### src/rtl/ccd_adc_line_capture_if.sv
// Pixel output stream of the CCD line capture: FWFT head word, valid/ready, end-of-line tag.
// Latency: none, wires only.
// Backpressure: consumer holds pixel_ready low and the producer keeps the head word stable.
// Ports: pixel_data (word), pixel_valid (head present), pixel_ready (consumer accepts), pixel_last (final pixel of line).
interface ccd_adc_line_capture_if #(
  parameter int DATA_W = 12
);
  logic [DATA_W-1:0] pixel_data;
  logic              pixel_valid;
  logic              pixel_ready;
  logic              pixel_last;

  modport master (
    output pixel_data,
    output pixel_valid,
    output pixel_last,
    input  pixel_ready
  );

  modport slave (
    input  pixel_data,
    input  pixel_valid,
    input  pixel_last,
    output pixel_ready
  );
endinterface

### src/rtl/ccd_adc_line_capture.sv
// CCD line capture: regenerates adcclk, drops ADC pipeline samples, averages dark pixels, outputs offset-corrected active pixels.
// Latency: cdsclk1 rise to pixel_valid is SYNC_STAGES+3 clk with an empty output FIFO.
// Backpressure: small FWFT FIFO absorbs stalls; a push into a full FIFO without a pop is dropped and sets sticky overflow_o.
// Ports: clk, rst_n (async active-low); cdsclk1_i, adc_data_i, line_start_i, offset_en_i, ovf_clr_i in;
//        adcclk_o, dark_level_o, line_busy_o, overflow_o out; pix_if (master) carries the pixel stream.
module ccd_adc_line_capture #(
  parameter int DATA_W      = 12,
  parameter int SYNC_STAGES = 2,
  parameter int ADC_LAT     = 7,
  parameter int DARK_LOG2   = 4,
  parameter int ACTIVE_PIX  = 3648,
  parameter int FIFO_DEPTH  = 4
) (
  input  logic              clk,
  input  logic              rst_n,
  input  logic              cdsclk1_i,
  input  logic [DATA_W-1:0] adc_data_i,
  input  logic              line_start_i,
  input  logic              offset_en_i,
  input  logic              ovf_clr_i,
  output logic              adcclk_o,
  output logic [DATA_W-1:0] dark_level_o,
  output logic              line_busy_o,
  output logic              overflow_o,
  ccd_adc_line_capture_if.master pix_if
);

  localparam int DARK_N  = 1 << DARK_LOG2;
  localparam int ACC_W   = DATA_W + DARK_LOG2;
  localparam int AW      = $clog2(FIFO_DEPTH);
  localparam int MAX_AB  = (ADC_LAT > DARK_N) ? ADC_LAT : DARK_N;
  localparam int CNT_MAX = (MAX_AB > ACTIVE_PIX) ? MAX_AB : ACTIVE_PIX;
  localparam int CNT_W   = $clog2(CNT_MAX + 1);
  localparam logic [CNT_W-1:0] FLUSH_LAST = CNT_W'((ADC_LAT > 0) ? ADC_LAT - 1 : 0);
  localparam logic [CNT_W-1:0] DARK_LAST  = CNT_W'(DARK_N - 1);
  localparam logic [CNT_W-1:0] ACT_LAST   = CNT_W'(ACTIVE_PIX - 1);

  typedef enum logic [1:0] {
    ST_IDLE,
    ST_FLUSH,
    ST_DARK,
    ST_ACTIVE
  } state_t;

  // Restart target skips the flush phase entirely when the ADC has no pipeline delay.
  localparam state_t START_ST = (ADC_LAT == 0) ? ST_DARK : ST_FLUSH;

  // ---------------- cdsclk1 capture ----------------
  logic [SYNC_STAGES-1:0] sync_q;
  logic                   sync_prev_q;
  logic                   smp_q;
  logic                   evt_q;
  logic [DATA_W-1:0]      s_reg_q;
  logic                   adcclk_q;

  always_ff @(posedge clk or negedge rst_n) begin
    if (!rst_n) begin
      sync_q      <= '0;
      sync_prev_q <= 1'b0;
      smp_q       <= 1'b0;
      evt_q       <= 1'b0;
      s_reg_q     <= '0;
      adcclk_q    <= 1'b0;
    end else begin
      adcclk_q    <= cdsclk1_i;
      sync_q      <= {sync_q[SYNC_STAGES-2:0], cdsclk1_i};
      sync_prev_q <= sync_q[SYNC_STAGES-1];
      smp_q       <= sync_q[SYNC_STAGES-1] & ~sync_prev_q;
      evt_q       <= smp_q;
      if (smp_q) begin
        s_reg_q <= adc_data_i;
      end
    end
  end

  assign adcclk_o = adcclk_q;

  // ---------------- line FSM ----------------
  state_t            state_q;
  logic [CNT_W-1:0]  cnt_q;
  logic [ACC_W-1:0]  acc_q;
  logic [ACC_W-1:0]  acc_d;
  logic [DATA_W-1:0] dark_level_q;
  logic              busy_q;

  assign acc_d = acc_q + ACC_W'(s_reg_q);

  always_ff @(posedge clk or negedge rst_n) begin
    if (!rst_n) begin
      state_q      <= ST_IDLE;
      cnt_q        <= '0;
      acc_q        <= '0;
      dark_level_q <= '0;
      busy_q       <= 1'b0;
    end else if (line_start_i) begin
      // Restart from any state; a coincident evt is deliberately not counted.
      state_q <= START_ST;
      cnt_q   <= '0;
      acc_q   <= '0;
      busy_q  <= 1'b1;
    end else if (evt_q) begin
      case (state_q)
        ST_FLUSH: begin
          if (cnt_q == FLUSH_LAST) begin
            state_q <= ST_DARK;
            cnt_q   <= '0;
            acc_q   <= '0;
          end else begin
            cnt_q <= cnt_q + 1'b1;
          end
        end
        ST_DARK: begin
          if (cnt_q == DARK_LAST) begin
            dark_level_q <= DATA_W'(acc_d >> DARK_LOG2);
            state_q      <= ST_ACTIVE;
            cnt_q        <= '0;
            acc_q        <= '0;
          end else begin
            acc_q <= acc_d;
            cnt_q <= cnt_q + 1'b1;
          end
        end
        ST_ACTIVE: begin
          // Leaves ACTIVE on the final pixel whether or not the FIFO accepted it.
          if (cnt_q == ACT_LAST) begin
            state_q <= ST_IDLE;
            cnt_q   <= '0;
            busy_q  <= 1'b0;
          end else begin
            cnt_q <= cnt_q + 1'b1;
          end
        end
        default: ;
      endcase
    end
  end

  assign dark_level_o = dark_level_q;
  assign line_busy_o  = busy_q;

  // ---------------- pixel word formation ----------------
  logic              push_vld;
  logic [DATA_W-1:0] push_dat;
  logic              push_last;

  always_comb begin
    push_vld  = evt_q & ~line_start_i & (state_q == ST_ACTIVE);
    push_last = (cnt_q == ACT_LAST);
    push_dat  = s_reg_q;
    if (offset_en_i) begin
      // Clamp at zero so pixels darker than the black level never wrap.
      push_dat = (s_reg_q > dark_level_q) ? (s_reg_q - dark_level_q) : '0;
    end
  end

  // ---------------- output FIFO (FWFT) ----------------
  logic [DATA_W-1:0] mem_dat_q  [FIFO_DEPTH];
  logic              mem_last_q [FIFO_DEPTH];
  logic [AW:0]       wr_ptr_q;
  logic [AW:0]       rd_ptr_q;
  logic              fifo_full;
  logic              fifo_empty;
  logic              pop;
  logic              wr_en;
  logic              drop;
  logic              overflow_q;

  assign fifo_empty = (wr_ptr_q == rd_ptr_q);
  assign fifo_full  = (wr_ptr_q[AW] != rd_ptr_q[AW]) && (wr_ptr_q[AW-1:0] == rd_ptr_q[AW-1:0]);
  assign pop        = ~fifo_empty & pix_if.pixel_ready;
  // A simultaneous pop frees the head slot, which is the slot a full FIFO writes next.
  assign wr_en      = push_vld & (~fifo_full | pop);
  assign drop       = push_vld & fifo_full & ~pop;

  always_ff @(posedge clk or negedge rst_n) begin
    if (!rst_n) begin
      for (int i = 0; i < FIFO_DEPTH; i++) begin
        mem_dat_q[i]  <= '0;
        mem_last_q[i] <= 1'b0;
      end
      wr_ptr_q   <= '0;
      rd_ptr_q   <= '0;
      overflow_q <= 1'b0;
    end else begin
      if (wr_en) begin
        mem_dat_q[wr_ptr_q[AW-1:0]]  <= push_dat;
        mem_last_q[wr_ptr_q[AW-1:0]] <= push_last;
        wr_ptr_q                     <= wr_ptr_q + 1'b1;
      end
      if (pop) begin
        rd_ptr_q <= rd_ptr_q + 1'b1;
      end
      if (drop) begin
        overflow_q <= 1'b1;
      end else if (ovf_clr_i) begin
        overflow_q <= 1'b0;
      end
    end
  end

  assign overflow_o         = overflow_q;
  assign pix_if.pixel_valid = ~fifo_empty;
  assign pix_if.pixel_data  = mem_dat_q[rd_ptr_q[AW-1:0]];
  assign pix_if.pixel_last  = mem_last_q[rd_ptr_q[AW-1:0]];

endmodule
### src/flat_wrapper.sv
// flat-port wrapper written by rule: the top's interface ports become plain ports
module ccd_adc_line_capture_flat 
#(
  parameter int DATA_W      = 12,
  parameter int SYNC_STAGES = 2,
  parameter int ADC_LAT     = 7,
  parameter int DARK_LOG2   = 4,
  parameter int ACTIVE_PIX  = 3648,
  parameter int FIFO_DEPTH  = 4
)
  (clk, rst_n, cdsclk1_i, adc_data_i, line_start_i, offset_en_i, ovf_clr_i, adcclk_o, dark_level_o, line_busy_o, overflow_o, pix_if_pixel_data, pix_if_pixel_valid, pix_if_pixel_last, pix_if_pixel_ready);
  ccd_adc_line_capture_if #(.DATA_W(DATA_W)) pix_if_i ();
  input  logic clk;
  input  logic rst_n;
  input  logic cdsclk1_i;
  input  logic [DATA_W-1:0] adc_data_i;
  input  logic line_start_i;
  input  logic offset_en_i;
  input  logic ovf_clr_i;
  output logic adcclk_o;
  output logic [DATA_W-1:0] dark_level_o;
  output logic line_busy_o;
  output logic overflow_o;
  output wire logic [$bits(pix_if_i.pixel_data)-1:0] pix_if_pixel_data;
  output wire logic [$bits(pix_if_i.pixel_valid)-1:0] pix_if_pixel_valid;
  output wire logic [$bits(pix_if_i.pixel_last)-1:0] pix_if_pixel_last;
  input wire logic [$bits(pix_if_i.pixel_ready)-1:0] pix_if_pixel_ready;
  assign pix_if_pixel_data = pix_if_i.pixel_data;
  assign pix_if_pixel_valid = pix_if_i.pixel_valid;
  assign pix_if_pixel_last = pix_if_i.pixel_last;
  assign pix_if_i.pixel_ready = pix_if_pixel_ready;
  ccd_adc_line_capture #(.DATA_W(DATA_W), .SYNC_STAGES(SYNC_STAGES), .ADC_LAT(ADC_LAT), .DARK_LOG2(DARK_LOG2), .ACTIVE_PIX(ACTIVE_PIX), .FIFO_DEPTH(FIFO_DEPTH)) u_core (.clk(clk), .rst_n(rst_n), .cdsclk1_i(cdsclk1_i), .adc_data_i(adc_data_i), .line_start_i(line_start_i), .offset_en_i(offset_en_i), .ovf_clr_i(ovf_clr_i), .adcclk_o(adcclk_o), .dark_level_o(dark_level_o), .line_busy_o(line_busy_o), .overflow_o(overflow_o), .pix_if(pix_if_i));
endmodule
### config.mk
export PLATFORM = sky130hd
export DESIGN_NAME = ccd_adc_line_capture_flat
export DESIGN_NICKNAME = d
export VERILOG_FILES = /design/src/rtl/ccd_adc_line_capture_if.sv /design/src/rtl/ccd_adc_line_capture.sv /design/src/flat_wrapper.sv
export SDC_FILE = /design/constraint.sdc
export NUM_CORES = 1
export LEC_CHECK = 0
export ABC_AREA = 1
export CORE_MARGIN = 1.5
export CORE_UTILIZATION = 50
export DETAILED_ROUTE_END_ITERATION = 7
export PLACE_DENSITY = 0.72
export SYNTH_ARGS = -nofsm -noshare
export SYNTH_HDL_FRONTEND = slang
export SYNTH_SLANG_ARGS = --single-unit
### constraint.sdc
create_clock -name clk -period 2 [get_ports clk]
set_input_delay 0.2 -clock clk [delete_from_list [all_inputs] [get_ports clk]]
set_output_delay 0.2 -clock clk [all_outputs]
set_load 0.02 [all_outputs]
Yosys cells after proc, flatten, opt, wreduce, memory -nomap -nowiden
Index checks and enable logic that the tools add are counted.
Widths: inputs -> output; s select.
{"block": "word_totals", "regBits": 120, "latchBits": 0, "ramBits": 0, "mem_bits_ro": 0, "inputBits": 19, "out_inout_bits": 29, "elab_cells": 108, "memories": 0}
{"block": "op_classes", "addsub": 5, "mul": 0, "n_div": 0, "magnitude_cmp": 4, "n_eq_ne": 12, "shift": 0, "n_mux": 37, "bitwise_logic": 15, "reduce_logical": 13}
{"operator": "$mux 12", "count": 10}
{"operator": "$mux 16", "count": 4}
{"operator": "$bwmux 48", "count": 1}
{"operator": "$pmux 12 s3", "count": 1}
{"operator": "$pmux 16 s2", "count": 1}
{"operator": "$bmux 12 s2", "count": 1}
{"operator": "$demux 12 s2", "count": 1}
{"operator": "$add 16x12->16", "count": 1}
{"operator": "$add 12x1->12 const B", "count": 1}
{"operator": "$eq 12x12->1 const B", "count": 1}
{"operator": "$eq 12x3->1 const B", "count": 1}
{"operator": "$eq 12x4->1 const B", "count": 1}
{"operator": "$gt 12x12->1", "count": 1}
{"operator": "$sub 12x12->12", "count": 1}
{"operator": "$mux 2", "count": 5}
{"operator": "$mux 1", "count": 9}
{"operator": "$ne 3x2->1 const B", "count": 3}
{"operator": "$reduce_bool 2->1", "count": 4}
{"operator": "$and 1x1->1", "count": 7}
{"operator": "$add 3x1->3 const B", "count": 2}
{"operator": "$ge 3x3->1 const B", "count": 2}
{"operator": "$not 2->3", "count": 2}
{"operator": "$pmux 2 s3", "count": 1}
{"operator": "$reduce_and 3->1", "count": 2}
{"operator": "17 further kinds", "count": 23}

Logic depth before layout (Yosys ltp)
Gate-level depths: netlist (run 1).
{"block": "logic_depth", "word_depth": 6, "depth_mapped": 14, "depth_no_buf": 14}

Worst setup path after synthesis (run 1)
OpenSTA, ideal clock, no wires.
{"block": "synth_path", "path_kind": "register to register", "startpoint": "reg u_core.dark_level_q[0], in the netlist u_core.dark_level_o[0]", "endpoint": "reg u_core.mem_dat_q[23] in the netlist's numbering", "setup_ns": 0.116, "arrival_ns": 1.907, "t_required_ns": 1.884, "slack_ns": -0.023, "path_stages_with_launch": 14, "n_path_buf": 0, "period_less_slack_ns": 2.023, "cell_sequence": "dfrtp_1 -> ha_1 -> inv_1 -> fa_1 -> nand3_1 -> nand3_1 -> nand3_1 -> nand3_1 -> nand2_2 -> inv_1 -> nand2_1 -> nand2_1 -> nand2_1 -> nand2_1"}
{"block": "synth_via", "elab_chain_len": 4, "word_cells_on_any_way": 5, "classes_between": "add/sub (1); order compare (1); mux (3)"}
{"item": "start: declaration", "line": "ccd_adc_line_capture.sv:83", "source": "logic [DATA_W-1:0] dark_level_q;"}
{"item": "start signal: assignment", "line": "ccd_adc_line_capture.sv:114", "source": "dark_level_q <= DATA_W'(acc_d >> DARK_LOG2);"}
{"item": "$sub 12x12->12 / $gt 12x12->1 (equally long branches)", "line": "ccd_adc_line_capture.sv:152", "source": "push_dat = (s_reg_q > dark_level_q) ? (s_reg_q - dark_level_q) : '0;"}
{"item": "$mux 12 (*)", "line": "ccd_adc_line_capture.sv:152"}
{"item": "$mux 12 (*)", "line": "ccd_adc_line_capture.sv:150", "source": "if (offset_en_i) begin"}
{"item": "$bwmux 48 (*)", "line": "ccd_adc_line_capture.sv:186", "source": "mem_dat_q[wr_ptr_q[AW-1:0]] <= push_dat;"}
{"item": "end signal: indexed assignment", "line": "ccd_adc_line_capture.sv:186"}
{"item": "end: declaration", "line": "ccd_adc_line_capture.sv:157", "source": "logic [DATA_W-1:0] mem_dat_q [FIFO_DEPTH];"}
Mark *: on every way between the ends. The rest lies on a longest branch, timed or not.
A chain may end at the register's enable or synchronous reset.

Worst setup path in the final report (run 1)
{"block": "layout_path", "startpoint": "reg u_core.s_reg_q[0]", "endpoint": "reg u_core.mem_dat_q[25] in the netlist's numbering"}
{"block": "layout_via", "elab_chain_len": 4, "word_cells_on_any_way": 5, "classes_between": "add/sub (1); order compare (1); mux (3)"}
{"item": "start: declaration", "line": "ccd_adc_line_capture.sv:53", "source": "logic [DATA_W-1:0] s_reg_q;"}
{"item": "start signal: assignment", "line": "ccd_adc_line_capture.sv:71", "source": "s_reg_q <= adc_data_i;"}
{"item": "$sub 12x12->12 / $gt 12x12->1 (equally long branches)", "line": "ccd_adc_line_capture.sv:152"}
{"item": "$mux 12 (*)", "line": "ccd_adc_line_capture.sv:152"}
{"item": "$mux 12 (*)", "line": "ccd_adc_line_capture.sv:150"}
{"item": "$bwmux 48 (*)", "line": "ccd_adc_line_capture.sv:186"}
Marks and branches as above.

==> results.rst, run 1 <==
.. list-table::
   :header-rows: 1

   * - Metric
     - Value
   * - Worst slack on hold paths
     - 0.2167 ns
   * - Fraction of registers with async set or reset after synthesis
     - 1.000
   * - Crit-path cells
     - inv_2, ha_4, inv_4, fa_2, nand3_2, nand3_4, nand3_2, nand3_2, nand2_4, buf_6, o22ai_4, nand2_1, nand2_1
   * - Clock Pin Slew Worst Setup and Hold Paths
     - approximately 0.050 ns
   * - Setup Crit Path Kind
     - flip-flop to flip-flop
   * - Detail-routed net length per standard cell
     - 14.96 um
   * - Unrepaired setup endpoints after global routing
     - yes
   * - Core region area
     - 0.01335 mm2
   * - Cell count after synthesis
     - ~930
   * - Global-route wire length before repair
     - just under 30,000 um
   * - Pin count of the biggest net entering global routing
     - 70
   * - Crit share post-route
     - 1.019
   * - Detailed-router iteration count before antenna repair
     - 7
   * - Top cells by count, synth
     - sky130_fd_sc_hd__nand2_1 (377), sky130_fd_sc_hd__dfrtp_1 (119), sky130_fd_sc_hd__inv_1 (83), sky130_fd_sc_hd__nor2_1 (69), sky130_fd_sc_hd__o21ai_0 (55)
   * - Wirelength, routed
     - about 18,000 um
   * - Most frequently used cell type in the post-synthesis netlist
     - sky130_fd_sc_hd__nand2_1
   * - Total Neg Setup Slack
     - -0.2603 ns
   * - Maximum net fanout on the critical path
     - 6
   * - Max_slew headroom
     - 0.5189
   * - Syn nets
     - 980
   * - Vertical die dimension
     - 120.4 um
   * - Placer's final routability congestion estimate
     - 0.9517
   * - Cell row count
     - 42
   * - Drt via density
     - roughly 5.3
   * - Area growth from synthesis to layout
     - 30.28%
   * - Power density over the cells
     - 1121 mW/mm2
   * - Post-detailed-placement half-perimeter wirelength
     - between 10,000 and 15,000 um
   * - Fraction of final layout cells sized beyond drive strength 1
     - 0.1907
   * - Largest area contributor in the netlist
     - sky130_fd_sc_hd__dfrtp_1
   * - Die span in x
     - between 100 and 150 um
   * - Effective utilization at floorplan
     - 0.5161
   * - I/O pin cnt
     - 48
   * - Measured slew at the worst slew-check pin
     - 0.7216 ns
   * - Clock Path Buffers
     - 2
   * - Post-layout total power
     - between 0.01 and 0.015 W
   * - Critical path's top delay family
     - simple AND/OR/NAND/NOR gates
   * - Via count
     - between 6,000 and 7,000
   * - Buffers on Ports
     - 47
   * - Number of warning messages in the yosys log
     - 0
   * - Lkg Pwr
     - around 4.6 nW
   * - Failing checks
     - setup timing
   * - Number of buffers created by CTS
     - 17
   * - TritonCTS clock tree
     - yes
   * - Crit. End Element
     - flip-flop
   * - F_max
     - around 490 MHz
   * - Fin nets
     - 1,090
   * - Worst EP arrival
     - between 2 and 2.5 ns
   * - IR Drop Worst-Case VDD
     - approximately 0.86 mV
   * - Register bit total from synthesis
     - 119
   * - Htree depth
     - 4
   * - Max-cap viol count
     - 0
   * - Number of clock sinks seen by CTS
     - about 120
   * - Count of antenna diodes in the layout
     - 0
   * - Required time reported for the critical path endpoint
     - around 2.3 ns
   * - Clock latency reported for the late side of the worst-skew pair
     - ~0.43 ns
   * - Post-route antenna net violation count
     - 0
   * - Top cells by area in the synthesized netlist
     - sky130_fd_sc_hd__dfrtp_1 (43%), sky130_fd_sc_hd__nand2_1 (21%), sky130_fd_sc_hd__ha_1 (5.6%)
   * - DP Worst Slack
     - -0.09393 ns
   * - Area share of the largest cell type after synthesis
     - 0.4323
   * - Final WS setup
     - -0.03789 ns
   * - Run status
     - finished, violations left
   * - Worst hold-check path type
     - primary input to flip-flop
   * - Total congestion overflow
     - 0
   * - Area enclosed by the die boundary
     - ~0.014 mm2
   * - Worst Setup Start Kind
     - flip-flop
   * - Cell at the root of the clock tree
     - sky130_fd_sc_hd__clkbuf_16
   * - Cell mode on critical path
     - sky130_fd_sc_hd__nand3_2
   * - Initial antenna violation count
     - 0
   * - Post-synthesis average cell area
     - ~7.4 um2
   * - Yosys cell types
     - 34
   * - Sequential cell area fraction in the yosys report
     - 0.4323
   * - DR DRC count
     - 0
   * - Total count of hold-check failures in the final report
     - 0
   * - Worst Path Buf+Inv
     - 3
   * - Slowest Stage Delay on Critical Path
     - roughly 0.40 ns
   * - DR iter-0 viols
     - 482
   * - Vias in the first global route
     - around 6,000
   * - Final critical delay including setup and external delays
     - 2.038 ns
   * - Clock skew after layout
     - slightly below 0.006 ns
   * - Crit-path slowest cell
     - sky130_fd_sc_hd__dfrtp_1
   * - Number of synthesized flops with an enable pin
     - 0
   * - Final setup vio count
     - 20
   * - Final core utilization
     - 0.6724
   * - Count of pins over their slew limit
     - 0
   * - Total global routing track utilization
     - 0.2622
   * - Post-synthesis instance area
     - 0.006889 mm2
   * - Commonest register cell after synthesis
     - sky130_fd_sc_hd__dfrtp_1
[final cells by class]
cell class	instances	area, um2
inverters	93	356.6
clock buffers	22	484.2
flip-flops and latches	119	2979
clock inverters	8	121.4
repair buffers	115	1018
well taps	176	220.2
fillers	1066	4373
multi-input cells	692	3795
[path summary, 6_finish.rpt]
check,start,endpoint,slack [ns],cells after the start
worst max-delay path,u_core.s_reg_q[0],u_core.mem_dat_q[25],-0.04,13
worst min-delay path,cdsclk1_i,u_core.sync_q[0],0.22,1
worst max register to register,u_core.s_reg_q[0],u_core.mem_dat_q[25],-0.04,13
worst min register to register,u_core.sync_q[0],u_core.sync_q[1],0.37,0
max in group asynchronous,rst_n,u_core.dark_level_o[0],0.98,3
min in group asynchronous,rst_n,u_core.rd_ptr_q[2],0.26,2
[cells in the final DEF, fill, tap and decap left out, types with 5 or more instances in the layout]
| cell | netlist | routed |
|---|---|---|
| sky130_fd_sc_hd__a21oi_1 | 20 | 17 |
| sky130_fd_sc_hd__nand2_1 | 377 | 352 |
| sky130_fd_sc_hd__inv_2 | 10 | 14 |
| sky130_fd_sc_hd__nand4_1 | 9 | 9 |
| sky130_fd_sc_hd__nand3_2 | 4 | 10 |
| sky130_fd_sc_hd__xnor2_1 | 11 | 8 |
| sky130_fd_sc_hd__dlygate4sd2_1 | 0 | 8 |
| sky130_fd_sc_hd__ha_4 | 0 | 6 |
| sky130_fd_sc_hd__buf_4 | 4 | 62 |
| sky130_fd_sc_hd__clkdlybuf4s50_1 | 0 | 32 |
| sky130_fd_sc_hd__inv_1 | 83 | 77 |
| sky130_fd_sc_hd__clkbuf_16 | 0 | 17 |
| sky130_fd_sc_hd__nor2_2 | 3 | 6 |
| sky130_fd_sc_hd__nand3_1 | 46 | 39 |
| sky130_fd_sc_hd__nand2_4 | 0 | 8 |
| sky130_fd_sc_hd__o22ai_1 | 21 | 16 |
| sky130_fd_sc_hd__nand3b_1 | 5 | 5 |
| sky130_fd_sc_hd__dfrtp_1 | 119 | 118 |
| sky130_fd_sc_hd__o21ai_0 | 55 | 52 |
| sky130_fd_sc_hd__nor2_1 | 69 | 65 |
| sky130_fd_sc_hd__mux2_2 | 6 | 6 |
| sky130_fd_sc_hd__nand2_2 | 3 | 20 |
| sky130_fd_sc_hd__ha_1 | 31 | 23 |
| sky130_fd_sc_hd__xor2_1 | 13 | 11 |
[sequential cells by signal (all words and copies together) (netlist names)]
name and count:
u_core.state_q 2, u_core.rd_ptr_q 3, u_core.wr_ptr_q 3, u_core.cnt_q 12, u_core.sync_q 2, u_core.overflow_o 1
u_core.line_busy_o 1, u_core.mem_dat_q 48, u_core.s_reg_q 12, u_core.dark_level_o 12, u_core.evt_q 1, u_core.acc_q 16
u_core.smp_q 1, u_core.mem_last_q 4, u_core.sync_prev_q 1
[layer usage]
| layer | GRT usage | share of wire | vias up |
|---|---|---|---|
| met5 | 0 | 0 | - |
| met4 | 0.1118 | 0.024 | 0 |
| met3 | 0.05094 | 0.054 | 44 |
| met2 | 0.4308 | 0.49 | 198 |
| met1 | 0.3387 | 0.43 | 3057 |
| li1 | - | - | 3178 |
[kinds of logic (layout without fill, tap and decap cells)]
kind of cell / after synthesis / count (layout) / share of synthesized area
AND/OR/NAND/NOR: 525 / 525 / 0.3146
XOR/XNOR: 24 / 24 / 0.03051
buffers and inverters: 117 / 238 / 0.06956
adder cells (fa/ha/maj): 33 / 33 / 0.06211
flip-flops: 119 / 119 / 0.4323
AO/OA/AOI/OAI: 104 / 104 / 0.08118
multiplexers: 6 / 6 / 0.009807
[per-stage QoR]
step                      cells  cell area [um2]
after detailed placement   1192             7986
after floorplan             928             6890
final                      1225             8975
after global placement     1192             7986
after global routing       1225             8975
after CTS                  1223             8621
[what timing repair did]
item / CTS / global route
endpoints found under the setup margin: 67 / 77
endpoints found under the hold margin: 30 / 0
resized for setup: 24 / 91
pin swaps: 2 / 24
hold buffers: 1 / 0
setup buffers: 0 / 3
[where the power goes]
part	switching [W]	internal, W	leakage, nW	total, W
Combinational	0.00220	0.00148	2.80	0.00368
Sequential	0.000351	0.00290	1.55	0.00325
Clock	0.00106	0.00207	0.298	0.00313
Total	0.00361	0.00645	4.65	0.0101
Note: power is estimated with default switching activity, not from simulation.
==> run 2, diff against run 1 <==
PLACE_DENSITY = 0.69   (was 0.72)
SKIP_CTS_REPAIR_TIMING = 1   (was not set)
SKIP_LAST_GASP = 1   (was not set)
clock period = 2.18 ns   (was 2 ns; I/O delays follow)
==> run 2 against run 1 <==
  * The flow still finishes with violations (setup timing)
  * Non-clock buffer count down 32
  * Die area unchanged
  * Cell count down 2.4%
  * Clock power down 7.0%
  * Final area down 5.6%
==> results.rst, run 2 (same netlist as run 1, synthesis figures left out) <==
.. list-table::
   :header-rows: 1

   * - Metric
     - Value
   * - DP Worst Slack
     - 0.04362 ns (was -0.09393 ns)
   * - Post-route antenna net violation count
     - 0 (unchanged)
   * - Commonest non-fill, non-tap cells in the layout
     - sky130_fd_sc_hd__nand2_1 (373), sky130_fd_sc_hd__dfrtp_1 (118), sky130_fd_sc_hd__inv_1 (82), sky130_fd_sc_hd__nor2_1 (67), sky130_fd_sc_hd__o21ai_0 (55) (was sky130_fd_sc_hd__nand2_1 (352), sky130_fd_sc_hd__dfrtp_1 (118), sky130_fd_sc_hd__inv_1 (77), sky130_fd_sc_hd__nor2_1 (65), sky130_fd_sc_hd__buf_4 (62))
   * - Crit-path cells
     - inv_2, buf_12, nor2_1, o22ai_1, clkdlybuf4s50_1 (was inv_2, ha_4, inv_4, fa_2, nand3_2, nand3_4, nand3_2, nand3_2, nand2_4, buf_6, o22ai_4, nand2_1, nand2_1)
   * - Sum of routed wire segments on met1
     - 7866 um (was 7896 um)
   * - Unrepaired setup endpoints after global routing
     - yes (unchanged)
   * - Lkg Pwr
     - 4.550 nW (was 4.647 nW)
   * - Measured slew at the worst slew-check pin
     - 0.5432 ns (was 0.7216 ns)
   * - Detailed-router iteration count before antenna repair
     - 5 (was 7)
   * - Fin nets
     - 1,058 (was 1,090)
   * - Clock Path Buffers
     - 2 (unchanged)
   * - Reg-to-reg startpoint
     - u_core.acc_q[0] (was u_core.s_reg_q[0])
   * - Detail-routed net length per standard cell
     - 14.86 um (was 14.96 um)
   * - Htree depth
     - 4 (unchanged)
   * - Placer's final routability congestion estimate
     - 0.9490 (was 0.9517)
   * - Worst EP arrival
     - 2.00 ns (was 2.35 ns)
   * - Via count
     - 6,261 (was 6,477)
   * - Area enclosed by the die boundary
     - 0.01449 mm2 (unchanged)
   * - Total count of hold-check failures in the final report
     - 0 (unchanged)
   * - Reported net switching power
     - 0.003253 W (was 0.003611 W)
   * - Total global routing track utilization
     - 0.2636 (was 0.2622)
   * - Cell at the root of the clock tree
     - sky130_fd_sc_hd__clkbuf_16 (unchanged)
   * - Final instance area
     - 0.008473 mm2 (was 0.008975 mm2)
   * - Number of clock sinks seen by CTS
     - 119 (unchanged)
   * - Pin count of the biggest net entering global routing
     - 40 (was 70)
   * - Total congestion overflow
     - 0 (unchanged)
   * - Flip-flop count of the largest register after layout
     - 48 (unchanged)
   * - Registers with the most flip-flops
     - u_core.mem_dat_q: 48 flops, u_core.acc_q: 16 flops (unchanged)
   * - F_max
     - between 400 and 500 MHz
   * - Vias in the first global route
     - 6,048 (was 6,151)
   * - Final critical delay including setup and external delays
     - roughly 2.2 ns
   * - Crit-path slowest cell
     - sky130_fd_sc_hd__clkdlybuf4s50_1 (was sky130_fd_sc_hd__dfrtp_1)
   * - Global-route wire length before repair
     - 29,590 um (was 29,670 um)
   * - Combinational share of power
     - 0.354 (was 0.366)
   * - Cell depth of the worst hold path
     - 1 (unchanged)
   * - Clock skew after layout
     - 0.008497 ns (was 0.005955 ns)
   * - Max_slew headroom
     - 0.6379 (was 0.5189)
   * - Required time reported for the critical path endpoint
     - 1.96 ns (was 2.31 ns)
   * - Worst Setup Start Kind
     - flip-flop (unchanged)
   * - Buffers on Ports
     - 47 (unchanged)
   * - Most common cell after layout, fill and taps aside
     - sky130_fd_sc_hd__nand2_1 (unchanged)
   * - Count of antenna diodes in the layout
     - 0 (unchanged)
   * - I/O pin cnt
     - 48 (unchanged)
   * - Clock latency reported for the late side of the worst-skew pair
     - 0.42 ns (was 0.43 ns)
   * - Effective utilization at floorplan
     - 0.5161 (unchanged)
   * - Hold worst-path end
     - u_core.sync_q[0] (unchanged)
   * - Clock Pin Slew Worst Setup and Hold Paths
     - 0.05 ns (about the same)
   * - Area growth from synthesis to layout
     - 22.99% (was 30.28%)
   * - Post-layout total power
     - 0.009102 W (was 0.01006 W)
   * - IR Drop Worst-Case VDD
     - 0.5330 mV (was 0.8584 mV)
   * - Worst reg2reg endpoint
     - u_core.dark_level_o[10] (was u_core.mem_dat_q[25])
   * - Critical path's top delay family
     - buffers and inverters (was simple AND/OR/NAND/NOR gates)
   * - Worst-case register-to-register setup slack
     - 0.15 ns (was -0.04 ns)
   * - Wirelength, routed
     - 17,760 um (was 18,330 um)
   * - Crit. End Element
     - output port (was flip-flop)
   * - Failing checks
     - setup timing (unchanged)
   * - Power density over the cells
     - 1074 mW/mm2 (was 1121 mW/mm2)
   * - Setup Crit Path Kind
     - flip-flop to output port (was flip-flop to flip-flop)
   * - Number of buffers created by CTS
     - 17 (unchanged)
   * - Fillcell total
     - 1,218 (was 1,066)
   * - Final WS setup
     - -0.03994 ns (was -0.03789 ns)
   * - Maximum net fanout on the critical path
     - 14 (was 6)
   * - Max-cap viol count
     - 0 (unchanged)
   * - Cell row count
     - 42 (unchanged)
   * - Final core utilization
     - 0.6348 (was 0.6724)
   * - Count of cells along the worst register-to-register path
     - 12 (was 13)
   * - Initial antenna violation count
     - 0 (unchanged)
   * - Core region area
     - 0.01335 mm2 (unchanged)
   * - Slowest Stage Delay on Critical Path
     - 0.63 ns (was 0.40 ns)
   * - Highest metal layer used by the detailed router
     - met4 (unchanged)
   * - Drt via density
     - 5.239 (was 5.287)
   * - TritonCTS clock tree
     - yes (unchanged)
   * - DR DRC count
     - 0 (unchanged)
   * - Switching portion of total power
     - 0.3574 (was 0.3589)
   * - Share of power burned in the clock network
     - 0.319 (was 0.311)
   * - Crit share post-route
     - 1.018
   * - Fraction of final layout cells sized beyond drive strength 1
     - 0.1099 (was 0.1907)
   * - Worst Path Buf+Inv
     - 3 (unchanged)
   * - DR iter-0 viols
     - 421 (was 482)
   * - Worst hold-check path type
     - primary input to flip-flop (unchanged)
   * - Placement-stage cell area
     - 0.007772 mm2 (was 0.007986 mm2)
   * - Die span in x
     - 120.4 um (unchanged)
   * - Internal power
     - 0.005849 W (was 0.006451 W)
   * - Register share of total power
     - 0.327 (was 0.323)
   * - Register containing the most flip-flops in the final layout
     - u_core.mem_dat_q (unchanged)
   * - Vertical die dimension
     - 120.4 um (unchanged)
   * - Final setup vio count
     - 3 (was 20)
   * - Worst slack on hold paths
     - 0.2426 ns (was 0.2167 ns)
   * - Post-detailed-placement half-perimeter wirelength
     - 12,650 um (was 12,440 um)
   * - Count of pins over their slew limit
     - 0 (unchanged)
   * - Met3 routed WL
     - 1013 um (was 983 um)
   * - Worst min-delay path startpoint
     - cdsclk1_i (unchanged)
   * - Metal2 WL
     - 8599 um (was 8997 um)
   * - Run status
     - finished, violations left (unchanged)
## run 2: routing by layer
layer,vias up,GRT usage
li1,3116,-
met1,2953,0.3439
met2,167,0.4396
met3,25,0.05425
met4,0,0.08676
met5,-,0
## run 2: area by class of cell
cell class              instances  area (um2)  area share
multi-input cells             692        3477      0.4104
inverters                      93       349.1     0.04120
repair buffers                 83       830.8     0.09805
well taps                     176       220.2     0.02599
clock inverters                10       142.6     0.01683
clock buffers                  22       474.2     0.05597
flip-flops and latches        119        2979      0.3516
## run 2: power groups by stage
stage	logic (W)	clock network (W)	registers (W)
after CTS	0.00324	0.00296	0.00297
after global routing	0.00362	0.00306	0.00304
after floorplan	0.00212	0	0.00291
after detailed placement	0.00322	0	0.00300
final	0.00322	0.00291	0.00297
after global placement	0.00318	0	0.00298
## run 2: worst max-delay path by stage
stage / slack (ns) / to / cells after the start / from
3_3_place_gp: 0.10 / u_core.mem_dat_q[22] / 14 / u_core.s_reg_q[0]
4_1_cts: -0.13 / pix_if_pixel_last / 5 / u_core.rd_ptr_q[0]
6_report: -0.04 / pix_if_pixel_data[7] / 5 / u_core.rd_ptr_q[0]
2_1_floorplan: 0.16 / u_core.mem_dat_q[23] / 13 / u_core.dark_level_o[0]
3_5_place_dp: 0.04 / u_core.mem_dat_q[47] / 14 / u_core.s_reg_q[0]
5_1_grt: -0.17 / pix_if_pixel_data[7] / 4 / u_core.rd_ptr_q[0]
## run 2: metrics by stage
stage	cells	TNS [ns]
floorplan	928	0
global placement	1162	0
detailed placement	1162	0
CTS	1194	-1.053
global route	1195	-0.4908
finish	1195	-0.06801
==> run 3, diff against run 2 <==
TNS_END_PERCENT = 20   (was not set)
==> run 3 against run 2 <==
  * The flow still finishes with violations (setup timing)
  * Non-clock buffer count stayed put
  * Worst hold slack got worse by 0.00098 ns
  * Die area unchanged
  * Flip-flop and latch count unchanged
  * Total power barely moved
  * Register-to-register slack got worse by 0.06 ns
  * Core utilization decreased by 0.25 points
  * Cell count stayed put
  * First-iteration DRC count grew 6.4%
  * Highest routed layer unchanged
==> results.rst, run 3 (same netlist as run 1, synthesis figures left out) <==
.. list-table::
   :header-rows: 1

   * - Metric
     - Value
   * - Run status
     - finished, violations left (unchanged)
   * - Failing checks
     - setup timing (unchanged)
   * - Final critical delay including setup and external delays
     - 2.221 ns (was 2.220 ns)
   * - Setup Crit Path Kind
     - flip-flop to output port (unchanged)
   * - Reg area
     - 0.002978 mm2 (was 0.002979 mm2)
   * - DR iter-0 viols
     - 448 (was 421)
   * - Final setup vio count
     - 6 (was 3)
   * - Area of the multi-input gates
     - 0.003452 mm2 (was 0.003477 mm2)
   * - Drt via density
     - 5.184 (was 5.239)
   * - Total congestion overflow
     - 0 (unchanged)
   * - Total count of hold-check failures in the final report
     - 0 (unchanged)
   * - Count of antenna diodes in the layout
     - 0 (unchanged)
   * - Number of clock sinks seen by CTS
     - 119 (unchanged)
   * - Register containing the most flip-flops in the final layout
     - u_core.mem_dat_q (unchanged)
   * - Pin count of the biggest net entering global routing
     - 40 (unchanged)
   * - Fillcell total
     - 1,222 (was 1,218)
   * - Required time reported for the critical path endpoint
     - 1.96 ns (about the same)
   * - Lkg Pwr
     - 4.500 nW (was 4.550 nW)
   * - Buffers on Ports
     - 47 (unchanged)
   * - Power density over the cells
     - 1079 mW/mm2 (was 1074 mW/mm2)
   * - Via count
     - 6,195 (was 6,261)
   * - Global-route wire length before repair
     - 29,590 um (unchanged)
   * - Number of buffers created by CTS
     - 17 (unchanged)
   * - Most common cell after layout, fill and taps aside
     - sky130_fd_sc_hd__nand2_1 (unchanged)
   * - Area enclosed by the die boundary
     - 0.01449 mm2 (unchanged)
   * - Count of pins over their slew limit
     - 0 (unchanged)
   * - Final instance area
     - 0.008439 mm2 (was 0.008473 mm2)
   * - Htree depth
     - 4 (unchanged)
   * - Clock Pin Slew Worst Setup and Hold Paths
     - 0.05 ns (about the same)
   * - Vertical die dimension
     - 120.4 um (unchanged)
   * - Detailed-router iteration count before antenna repair
     - 5 (unchanged)
   * - Max_slew headroom
     - 0.6351 (was 0.6379)
   * - Total Neg Setup Slack
     - -0.1728 ns (was -0.06801 ns)
   * - Worst reg2reg endpoint
     - u_core.mem_dat_q[0] (was u_core.dark_level_o[10])
   * - F_max
     - 450.2 MHz (was 450.5 MHz)
   * - Unrepaired setup endpoints after global routing
     - yes (unchanged)
   * - Wirelength, routed
     - 17,660 um (was 17,760 um)
   * - Effective utilization at floorplan
     - 0.5161 (unchanged)
   * - Reg-to-reg startpoint
     - u_core.dark_level_o[9] (was u_core.acc_q[0])
   * - Clock skew after layout
     - 0.009312 ns (was 0.008497 ns)
   * - Registers with the most flip-flops
     - u_core.mem_dat_q: 48 flops, u_core.acc_q: 16 flops (unchanged)
   * - Cell row count
     - 42 (unchanged)
   * - Detail-routed net length per standard cell
     - 14.78 um (was 14.86 um)
   * - Commonest non-fill, non-tap cells in the layout
     - sky130_fd_sc_hd__nand2_1 (374), sky130_fd_sc_hd__dfrtp_1 (119), sky130_fd_sc_hd__inv_1 (82), sky130_fd_sc_hd__nor2_1 (67), sky130_fd_sc_hd__o21ai_0 (55) (was sky130_fd_sc_hd__nand2_1 (373), sky130_fd_sc_hd__dfrtp_1 (118), sky130_fd_sc_hd__inv_1 (82), sky130_fd_sc_hd__nor2_1 (67), sky130_fd_sc_hd__o21ai_0 (55))
   * - Total global routing track utilization
     - 0.2636 (unchanged)
   * - Worst-case register-to-register setup slack
     - 0.09 ns (was 0.15 ns)
   * - Final WS setup
     - -0.04147 ns (was -0.03994 ns)
   * - Flip-flop count of the largest register after layout
     - 48 (unchanged)
   * - Initial antenna violation count
     - 0 (unchanged)
   * - Worst Setup Start Kind
     - flip-flop (unchanged)
   * - DR DRC count
     - 0 (unchanged)
   * - Crit. End Element
     - output port (unchanged)
   * - Measured slew at the worst slew-check pin
     - 0.5474 ns (was 0.5432 ns)
   * - Fin nets
     - 1,058 (unchanged)
   * - Post-route antenna net violation count
     - 0 (unchanged)
   * - Post-detailed-placement half-perimeter wirelength
     - 12,650 um (unchanged)
   * - Launching element of the worst setup path
     - u_core.rd_ptr_q[0] (unchanged)
   * - Clock latency reported for the late side of the worst-skew pair
     - 0.42 ns (about the same)
   * - Placer's final routability congestion estimate
     - 0.9490 (unchanged)
   * - Placement-stage cell area
     - 0.007772 mm2 (unchanged)
   * - Area growth from synthesis to layout
     - 22.50% (was 22.99%)
   * - Vias in the first global route
     - 6,048 (unchanged)
   * - Cell depth of the worst hold path
     - 1 (unchanged)
   * - Maximum net fanout on the critical path
     - 14 (unchanged)
   * - Clock Path Buffers
     - 2 (unchanged)
   * - Cell at the root of the clock tree
     - sky130_fd_sc_hd__clkbuf_16 (unchanged)
   * - IR Drop Worst-Case VDD
     - 0.5343 mV (was 0.5330 mV)
   * - I/O pin cnt
     - 48 (unchanged)
   * - Crit share post-route
     - 1.019 (was 1.018)
   * - Count of cells along the worst register-to-register path
     - 10 (was 12)
   * - Worst hold-check path type
     - primary input to flip-flop (unchanged)
   * - Hold worst-path end
     - u_core.sync_q[0] (unchanged)
   * - Worst EP arrival
     - 2.00 ns (about the same)
   * - Die span in x
     - 120.4 um (unchanged)
   * - Worst min-delay path startpoint
     - cdsclk1_i (unchanged)
   * - Core region area
     - 0.01335 mm2 (unchanged)
   * - Max-cap viol count
     - 0 (unchanged)
   * - TritonCTS clock tree
     - yes (unchanged)
   * - Fraction of final layout cells sized beyond drive strength 1
     - 0.1050 (was 0.1099)
run 3: cell count changes in the layout (fill, tap and decap cells not counted), moves of 2 or more:
cell	before	now
sky130_fd_sc_hd__clkdlybuf4s50_1	35	38
sky130_fd_sc_hd__dlymetal6s2s_1	11	8
sky130_fd_sc_hd__o22ai_1	19	21
sky130_fd_sc_hd__o22ai_2	2	0
run 3: stage by stage:
step           total power [W]  instances  utilization  hold WS (ns)  setup WS, ns
2_1_floorplan         0.005030        928            -      -0.07759        0.1568
3_3_place_gp          0.006168       1162       0.5823        0.2331        0.1004
3_5_place_dp          0.006217       1162       0.5823        0.2382       0.04362
4_1_cts               0.009166       1194       0.6285       -0.1998       -0.1340
5_1_grt               0.009714       1195       0.6323        0.2533       -0.1687
6_report              0.009105       1195       0.6323        0.2417      -0.04147
run 3: final cells by class:
| class | count | area share |
|---|---|---|
| clock buffers | 22 | 0.05619 |
| inverters | 93 | 0.04136 |
| well taps | 176 | 0.02609 |
| multi-input cells | 692 | 0.4090 |
| repair buffers | 83 | 0.09755 |
| clock inverters | 10 | 0.01690 |
| flip-flops and latches | 119 | 0.3529 |
run 3: worst max-delay path: stages, from the launching register on:
cell                              delay [ns]
sky130_fd_sc_hd__dfrtp_1                0.40
sky130_fd_sc_hd__inv_2                  0.18
sky130_fd_sc_hd__buf_12                 0.17
sky130_fd_sc_hd__o21ai_0                0.08
sky130_fd_sc_hd__o22ai_1                0.13
sky130_fd_sc_hd__clkdlybuf4s50_1        0.63
run 3: metal layers:
metal	vias up	track usage	wire, um
met5	-	0	0
met4	0	0.08676	273
met3	25	0.05425	820
met2	142	0.4396	8523
met1	2915	0.3439	8043
li1	3113	-	-
run 3: worst max-delay path by stage:
stage	endpoint	slack [ns]	cells after the start
2_1_floorplan	u_core.mem_dat_q[23]	0.16	13
3_3_place_gp	u_core.mem_dat_q[22]	0.10	14
3_5_place_dp	u_core.mem_dat_q[47]	0.04	14
4_1_cts	pix_if_pixel_last	-0.13	5
5_1_grt	pix_if_pixel_data[7]	-0.17	4
6_report	pix_if_pixel_data[7]	-0.04	5
run 3: where the power goes:
| group | internal (W) | switching, W |
|---|---|---|
| clock | 0.00189 | 0.00102 |
| combinational | 0.00130 | 0.00192 |
| sequential | 0.00266 | 0.000313 |
